==> src/rtl/mem_seq_pkg.sv <==
// Shared constants, FSM state type and lane-select helper for the memory beat sequencer.
package mem_seq_pkg;
  localparam int LANE_W  = 16;
  localparam int LANES   = 4;
  localparam int BEAT_W  = 2;
  localparam int ADDR_W  = 16;
  localparam int WORD_W  = LANE_W * LANES;
  localparam int WADDR_W = ADDR_W - BEAT_W;

  typedef enum logic [1:0] {IDLE, WRITE, READ, DRAIN} state_e;

  function automatic logic [LANE_W-1:0] lane_of(input logic [WORD_W-1:0] w,
                                                input logic [BEAT_W-1:0] b);
    return w[int'(b)*LANE_W +: LANE_W];
  endfunction
endpackage

==> src/rtl/lane_assembler.sv <==
// Four 16-bit lane registers loaded one lane at a time; zero latency (the lane being
// loaded is forwarded onto word_o), no backpressure, contents persist across reset.
module lane_assembler
  import mem_seq_pkg::*;
(
  input  logic              clk,
  input  logic              load_en_i,
  input  logic [BEAT_W-1:0] load_lane_i,
  input  logic [LANE_W-1:0] load_dat_i,
  output logic [WORD_W-1:0] word_o
);
  logic [LANE_W-1:0] lane_q [LANES];

  always_ff @(posedge clk) begin
    if (load_en_i) lane_q[load_lane_i] <= load_dat_i;
  end

  always_comb begin
    word_o = '0;
    for (int k = 0; k < LANES; k++) begin
      word_o[k*LANE_W +: LANE_W] = (load_en_i && load_lane_i == BEAT_W'(k)) ? load_dat_i : lane_q[k];
    end
  end
endmodule

==> src/rtl/mem_beat_sequencer.sv <==
// Serialises a 64-bit controller access into four 16-bit RAM beats; write 4 busy cycles,
// read 5 busy cycles then rd_valid. Requests seen while busy are dropped, not queued.
module mem_beat_sequencer
  import mem_seq_pkg::*;
(
  input  logic              clk,
  input  logic              rst_n,
  input  logic              memWR,
  input  logic              MemREAD,
  input  logic [ADDR_W-1:0] memAddr,
  input  logic [WORD_W-1:0] datatoMem,
  output logic [WORD_W-1:0] datafromMem,
  output logic              rd_valid,
  output logic              busy,
  output logic              req_accept,
  output logic [ADDR_W-1:0] ram_addr,
  output logic [LANE_W-1:0] ram_wdata,
  output logic              ram_we,
  output logic              ram_re,
  input  logic [LANE_W-1:0] ram_rdata
);
  state_e              state_q, state_d;
  logic [BEAT_W-1:0]   beat_q, beat_d;
  logic                pend_q, pend_d;
  logic [WADDR_W-1:0]  addr_q, addr_d;
  logic [WORD_W-1:0]   wdat_q, wdat_d;
  logic                ram_we_q, ram_we_d, ram_re_q, ram_re_d;
  logic [ADDR_W-1:0]   ram_addr_q, ram_addr_d;
  logic [LANE_W-1:0]   ram_wdata_q, ram_wdata_d;
  logic                cap_vld_q;
  logic [BEAT_W-1:0]   cap_lane_q;
  logic [WORD_W-1:0]   rdat_q, rdat_d;
  logic                rd_valid_q, rd_valid_d;
  logic [WORD_W-1:0]   asm_word;
  logic                last_beat;
  logic                unused_addr_hi;

  assign req_accept     = (state_q == IDLE) && (memWR || MemREAD);
  assign last_beat      = &beat_q;
  assign unused_addr_hi = ^memAddr[ADDR_W-1:WADDR_W];

  always_ff @(posedge clk or negedge rst_n) begin
    if (!rst_n) begin
      state_q     <= IDLE;
      beat_q      <= '0;
      pend_q      <= 1'b0;
      addr_q      <= '0;
      wdat_q      <= '0;
      ram_we_q    <= 1'b0;
      ram_re_q    <= 1'b0;
      ram_addr_q  <= '0;
      ram_wdata_q <= '0;
      cap_vld_q   <= 1'b0;
      cap_lane_q  <= '0;
      rdat_q      <= '0;
      rd_valid_q  <= 1'b0;
    end else begin
      state_q     <= state_d;
      beat_q      <= beat_d;
      pend_q      <= pend_d;
      addr_q      <= addr_d;
      wdat_q      <= wdat_d;
      ram_we_q    <= ram_we_d;
      ram_re_q    <= ram_re_d;
      ram_addr_q  <= ram_addr_d;
      ram_wdata_q <= ram_wdata_d;
      // RAM returns data one cycle after the strobe, so the capture lane trails the read beat.
      cap_vld_q   <= ram_re_q;
      cap_lane_q  <= ram_addr_q[BEAT_W-1:0];
      rdat_q      <= rdat_d;
      rd_valid_q  <= rd_valid_d;
    end
  end

  always_comb begin
    state_d = state_q;
    beat_d  = beat_q;
    pend_d  = pend_q;
    addr_d  = addr_q;
    wdat_d  = wdat_q;
    case (state_q)
      IDLE: begin
        if (req_accept) begin
          state_d = memWR ? WRITE : READ;
          beat_d  = '0;
          pend_d  = memWR && MemREAD;
          addr_d  = memAddr[WADDR_W-1:0];
          wdat_d  = datatoMem;
        end
      end
      WRITE: begin
        beat_d = beat_q + 1'b1;
        if (last_beat) begin
          state_d = pend_q ? READ : IDLE;
          pend_d  = 1'b0;
        end
      end
      READ: begin
        beat_d = beat_q + 1'b1;
        if (last_beat) state_d = DRAIN;
      end
      DRAIN:   state_d = IDLE;
      default: state_d = IDLE;
    endcase
  end

  // RAM-side outputs are registered, so they are decoded from the next state.
  always_comb begin
    ram_we_d    = (state_d == WRITE);
    ram_re_d    = (state_d == READ);
    ram_addr_d  = ram_addr_q;
    ram_wdata_d = ram_wdata_q;
    if (ram_we_d || ram_re_d) ram_addr_d = {addr_d, beat_d};
    if (ram_we_d) ram_wdata_d = lane_of(wdat_d, beat_d);
    rd_valid_d  = cap_vld_q && (&cap_lane_q);
    rdat_d      = rd_valid_d ? asm_word : rdat_q;
  end

  lane_assembler u_lane_asm (
    .clk         (clk),
    .load_en_i   (cap_vld_q),
    .load_lane_i (cap_lane_q),
    .load_dat_i  (ram_rdata),
    .word_o      (asm_word)
  );

  assign busy        = (state_q != IDLE);
  assign ram_we      = ram_we_q;
  assign ram_re      = ram_re_q;
  assign ram_addr    = ram_addr_q;
  assign ram_wdata   = ram_wdata_q;
  assign datafromMem = rdat_q;
  assign rd_valid    = rd_valid_q;
endmodule

==> config.mk <==
export PLATFORM = sky130hd
export DESIGN_NAME = mem_beat_sequencer
export DESIGN_NICKNAME = d
export VERILOG_FILES = /design/src/rtl/mem_seq_pkg.sv /design/src/rtl/lane_assembler.sv /design/src/rtl/mem_beat_sequencer.sv
export SDC_FILE = /design/constraint.sdc
export NUM_CORES = 1
export LEC_CHECK = 0
export ABC_AREA = 1
export CAP_MARGIN = 20
export CORE_ASPECT_RATIO = 1.1
export CORE_MARGIN = 5
export CORE_UTILIZATION = 50
export DETAILED_ROUTE_END_ITERATION = 8
export PLACE_DENSITY = 0.77
export SLEW_MARGIN = 5
export SYNTH_ARGS = -nofsm -noshare
export SYNTH_HDL_FRONTEND = slang
export SYNTH_SLANG_ARGS = --single-unit
export TNS_END_PERCENT = 50
==> constraint.sdc <==
create_clock -name clk -period 4.23 [get_ports clk]
set_clock_uncertainty 0.2 [all_clocks]
set_input_delay 0.846 -clock clk [delete_from_list [all_inputs] [get_ports clk]]
set_output_delay 0.846 -clock clk [all_outputs]
set_load 0.01 [all_outputs]
Yosys cells after proc, flatten, opt, wreduce, memory -nomap -nowiden
Memories as Yosys holds them, arrays and structs flattened. A register that Yosys moved wholly into a read port is not among the register bits.
Index checks and enable logic that the tools add are counted.
{ "word_totals": {"memories": 1, "elab_cells": 55, "register_bits": 121, "mem_bits_rw": 64, "output_inout_bits": 101, "input_bits": 100} }
{ "op_classes": {"mux": 17, "eq_ne": 7, "shifts": 1, "reduce_logical": 16, "n_addsub": 1} }
{ "mem_list": {"columns": ["memory", "words", "word_bits", "read_ports", "rd_clocked_by_memory_dff", "write_ports", "line", "source"], "rows": [
  ["u_lane_asm.lane_q", 4, 16, 4, 4, 1, "lane_assembler.sv:12", "logic [LANE_W-1:0] lane_q [LANES];"]
]} }
{ "ops": {"columns": ["operator", "count"], "rows": [
  ["2-to-1 mux 64 bit", 2],
  ["variable part select 64 x 7 -> 16 bit", 1],
  ["2-to-1 mux 14 bit", 2],
  ["2-to-1 mux 2 bit", 6],
  ["case mux 2 bit (4 select lines)", 1],
  ["== test 2 bit, second input constant", 3],
  ["== test 2 x 1 -> 1 bit, second input constant", 2],
  ["logical NOT 1 bit", 4],
  ["2-to-1 mux 1 bit", 4],
  ["inequality test 2 bit, second input constant", 2],
  ["case mux 2 bit (2 select lines)", 1],
  ["AND reduction 2 bit", 2],
  ["nonzero test 2 bit", 2],
  ["logical AND 1 bit", 3],
  ["AND reduction 3 bit", 1],
  ["adder 2 x 1 -> 2 bit, second input constant", 1],
  ["logical NOT 2 bit", 1],
  ["logical OR 1 bit", 2],
  ["case mux 1 bit (2 select lines)", 1],
  ["OR reduction 2 bit", 1]
]} }

Longest topological paths before layout
{ "logic_depth": {"ltp_word": 6, "mapped_depth": 13, "depth_no_buf": 11} }

Hierarchy
From an unflattened synthesis, not the netlist that was laid out.
{ "hier_totals": {"cells_unflattened": 1346, "area_unflattened_um2": 11458.5} }
{ "by_module_without_submodules": {"columns": ["mod", "area_per_inst_um2", "cells_per_inst", "instances", "seq_area_each_um2"], "rows": [
  ["mem_beat_sequencer", 8380.5, 1056, 1, 4629.4],
  ["lane_assembler", 3078.0, 290, 1, 1921.8]
]} }

Worst setup path before layout
No wires, ideal clock.
{ "synth_path": {"kind": "input -> register", "start": "input MemREAD", "end": "register ram_wdata_q[10] (netlist: ram_wdata[10])", "path_stages": 12, "required_ps": 3913, "arrival_ps": 2442, "setup_time_ps": 117, "n_path_buf": 3, "path_slack_ps": 1471, "path_cell_list": "inv_1 nand2_1 nand2_2 buf_2 o21ai_1 o21ai_0 ha_1 clkbuf_1 inv_1 clkbuf_1 nand2_1 nand2_1"} }
{ "synth_between": {"elab_chain_len": 5, "elab_cells_between_ends": 10, "cone_classes": "1 x eq/ne; 1 x shift; 6 x mux; 2 x reduce/logical"} }
{ "synth_rtl": {"columns": ["element", "line", "source"], "rows": [
  ["from (decl)", "mem_beat_sequencer.sv:9", "input logic MemREAD,"],
  ["logical OR 1 bit", "mem_beat_sequencer.sv:38", "assign req_accept = (state_q == IDLE) && (memWR || MemREAD);"],
  ["logical AND 1 bit", "mem_beat_sequencer.sv:38", null],
  ["2-to-1 mux 2 bit", "mem_beat_sequencer.sv:83", "if (req_accept) begin"],
  ["case mux 2 bit (4 select lines)", "mem_beat_sequencer.sv:81", "case (state_q)"],
  ["via state_d[0]", "mem_beat_sequencer.sv:22", "state_e state_q, state_d;"],
  ["== test 2 x 1 -> 1 bit", "mem_beat_sequencer.sv:109", "ram_we_d = (state_d == WRITE);"],
  ["via ram_we_d", "mem_beat_sequencer.sv:27", "logic ram_we_q, ram_we_d, ram_re_q, ram_re_d;"],
  ["to (signal assigned)", "mem_beat_sequencer.sv:66", "ram_wdata_q <= ram_wdata_d;"],
  ["to (decl)", "mem_beat_sequencer.sv:29", "logic [LANE_W-1:0] ram_wdata_q, ram_wdata_d;"]
]} }
The timed path passes the listed nets, and every way through them passes these cells.
A chain may end at the register's enable or synchronous reset.

Worst setup path in the final report
{ "layout_path": {"start": "register state_q[0]", "end": "output req_accept"} }
{ "layout_between": {"elab_chain_len": 2} }
{ "layout_rtl": {"columns": ["element", "line", "source"], "rows": [
  ["from (decl)", "mem_beat_sequencer.sv:22", null],
  ["from (signal assigned)", "mem_beat_sequencer.sv:58", "state_q <= state_d;"],
  ["logical NOT 2 bit", "mem_beat_sequencer.sv:38", null],
  ["logical AND 1 bit", "mem_beat_sequencer.sv:38", null],
  ["to (decl)", "mem_beat_sequencer.sv:15", "output logic req_accept,"]
]} }
Every way passes these cells.

==> results.toml <==
[run_status]
status = "finished clean"

[critical_path]
worstPathCellList = "inv_1 > ha_2 > nand2_2 > clkinv_1 > clkdlybuf4s50_1"
crit_start = "state_q[0]$_DFF_PN0_"
crit_path_start_kind = "register"
critical_path.max_stage_delay_ns = 0.61
cp_data_arrival_time_ns = 2.53
path_delay_family = "buffers and inverters"
end_kind = "output port"
required_ns = 3.18
r2r_start = "state_q[0]$_DFF_PN0_"
path_buf_inv = 3
cp_max_fo = 29
slowest_stage = "ha_2"
path_class = "register to output port"

[place]
place_congestion = 0.7953
placed_area_um2 = 12000
hpwl_um = 14940
port_buffers = 198
dp_cells = 1516

[timing]
maxSlewViolCount = 0
fmax_mhz = 279.4
worstMarginPinSlew_ns = 0.8503
hold_viol_final = 0
slew_headroom_pct = 43.32
whs_ns = 0.1621
setup-tns-final_ns = 0
period_share_pct = 84.62
setup_violations = 0
min_period_ns = 3.580
rsz0062_at_grt = "no"

[global_routing]
use_met2_pct = 33.75
busiest_layer = "met2"
grt_pass1_wl_um = 36800
grt_max_degree = 80
overflow = 0
use_met3_pct = 3.251
met1_usage_pct = 27.95
antenna_found_initial = 0
grt_pass1_vias = 7349
track_usage_pct = 20.05

[detailed_routing]
routedWlPerCell_um = 14.47
num_vias = 7518
postRouteAntennaNets = 0
drt_iter0_markers = 411
drc_errors = 0
firstDrtPassIters = 5
vias_per_cell = 4.816
finalWirelength_um = 22590

[synthesis]
ys_ff_latch = 233
avgSynthCellArea_um2 = 8.874
synth.cell_area_um2 = 9832
syn-num-nets = 1217
synth_cells = 1108
yosysSeqAreaShare_pct = 61.75
yosysWarningCount = 0
yosys.cell_types.count = 23

[finish]
drive_above_1_share_pct = 4.718
fin_cells = 1561
area.growth.synth_to_final_pct = 30.05
fin_area_um2 = 12790
antennaDiodeCount = 0
nets = 1405

[pwr]
leakage_nw = 6.479
power_switching_share_pct = 37.91
power_density_nw_per_um2 = 799.5
p_sw_w = 0.003875
seq_power_share_pct = 35.9
combPwrFrac_pct = 44.1
intPower_w = 0.006347
power.share.clock_pct = 20.0
irDropWorstVdd_v = 0.0004119

[clock_network]
post-cts-setup-buffers = 0
cts_inserted_buffers = 24
clockBufferDepth = 3
cts_tree = "yes"
path_clk_slew_ns = 0.06
clock_sinks = 233
h-tree-depth = 1
cts_root_buf = "clkbuf_16"
insertion_delay_ns = 0.50
cts_hold_buf = 0
cts_resized = 0

[floorplan]
core_area_um2 = 19230
dieWidth_um = 143.7
num_rows = 53
ios = 201
start_util_pct = 51.13
die_h_um = 157.1
dieArea_um2 = 22570

[min_path]
hp-class = "input pin to asynchronous set/reset pin"

[flow_run]
cap_violations = 0
cell families after synthesis:
| kind of cell | synth area share (%) |
|---|---|
| simple gates | 26.62 |
| flops | 61.75 |
| buf+inv | 8.844 |
| fa+ha+maj | 1.145 |
| compound gates | 1.642 |
worst paths after layout:
path,end,slack [ns],cells after the start
worst max register to register,ram_addr[8]$_DFFE_PN0P_,1.12,10
worst min-delay path,ram_addr[11]$_DFFE_PN0P_,0.16,1
worst min register to register,cap_vld_q$_DFF_PN0_,0.18,0
min in group clk,cap_vld_q$_DFF_PN0_,0.18,0
max in group asynchronous,wdat_q[1]$_DFF_PN0_,2.76,2
worst max-delay path,req_accept,0.65,5
cell usage in the layout (no fill, tap or decap), drive strengths merged:
master / n
nand3b: 48
clkinv: 11
o41ai: 1
dfrtp: 185
nand3: 51
bufinv: 2
inv: 162
ha: 9
buf: 13
a21oi: 2
nor2: 19
clkdlybuf4s50: 197
o21bai: 2
or2: 1
o21ai: 8
edfxtp: 48
nor3: 4
nand2: 504
a31oi: 14
clkbuf: 33
Yosys cell counts, drive strengths merged:
cell | count | share of area, %
clkbuf | 12 | 0.46
a31oi | 14 | 0.89
nand2 | 504 | 19
dfrtp | 185 | 47
inv | 162 | 6.2
buf | 37 | 2.2
clkinv | 1 | 0.038
o21ai | 8 | 0.41
or2 | 1 | 0.064
nor3 | 4 | 0.25
nand3 | 51 | 2.6
edfxtp | 48 | 15
o21bai | 2 | 0.15
nor2 | 19 | 0.73
a21oi | 2 | 0.10
o41ai | 1 | 0.089
ha | 9 | 1.1
nand3b | 48 | 3.7
registers in the layout, summed over array words and instances, names as in the netlist, 2 cells and up:
| name | count |
|---|---|
| u_lane_asm.lane_q | 48 |
| cap_lane_q | 2 |
| wdat_q | 64 |
| beat_q | 2 |
| datafromMem | 64 |
| ram_addr | 16 |
| state_q | 2 |
| ram_wdata | 16 |
| addr_q | 14 |
layer usage:
layer / wire length, µm / vias to the layer above / share of wire (%)
met5: 0 / - / 0
met4: 279 / 0 / 1.2
met3: 1585 / 25 / 7.0
met2: 10890 / 239 / 48
met1: 9844 / 3513 / 44
li1: - / 3741 / -
power groups by stage:
stage | logic [W] | clock network [W] | registers, W
2_1_floorplan | 0.00258 | 0 | 0.00386
4_1_cts | 0.00457 | 0.00208 | 0.00368
5_1_grt | 0.00511 | 0.00218 | 0.00378
6_report | 0.00451 | 0.00204 | 0.00367
3_5_place_dp | 0.00454 | 0 | 0.00371
3_3_place_gp | 0.00442 | 0 | 0.00368
stage by stage:
step           power [W]  setup WS (ns)  util (%)
2_1_floorplan   0.006444          1.471         -
3_3_place_gp    0.008093         0.9393     62.39
3_5_place_dp    0.008253         0.9015     62.39
4_1_cts          0.01033         0.6078     66.38
5_1_grt          0.01107         0.4916     66.49
6_report         0.01022         0.6505     66.49
final cells by class:
cell class,count,area [µm²]
Inverter,163,611.8
Fill cell,1543,6445
Tap cell,247,309.0
Sequential cell,233,6071
Multi-Input combinational cell,663,2918
Timing Repair Buffer,211,2108
Clock buffer,32,661.9
Clock inverter,12,106.4
worst reg2reg max path, cell delays in order, from the launching register on:
cell,delay (ns)
dfrtp_1,0.42
inv_1,0.16
ha_2,0.61
nand2_2,0.14
clkinv_1,0.14
nor2_1,0.05
o21ai_0,0.33
ha_1,0.36
inv_2,0.36
nor2_1,0.09
a31oi_1,0.16
Note: power is estimated with default switching activity, not from simulation.
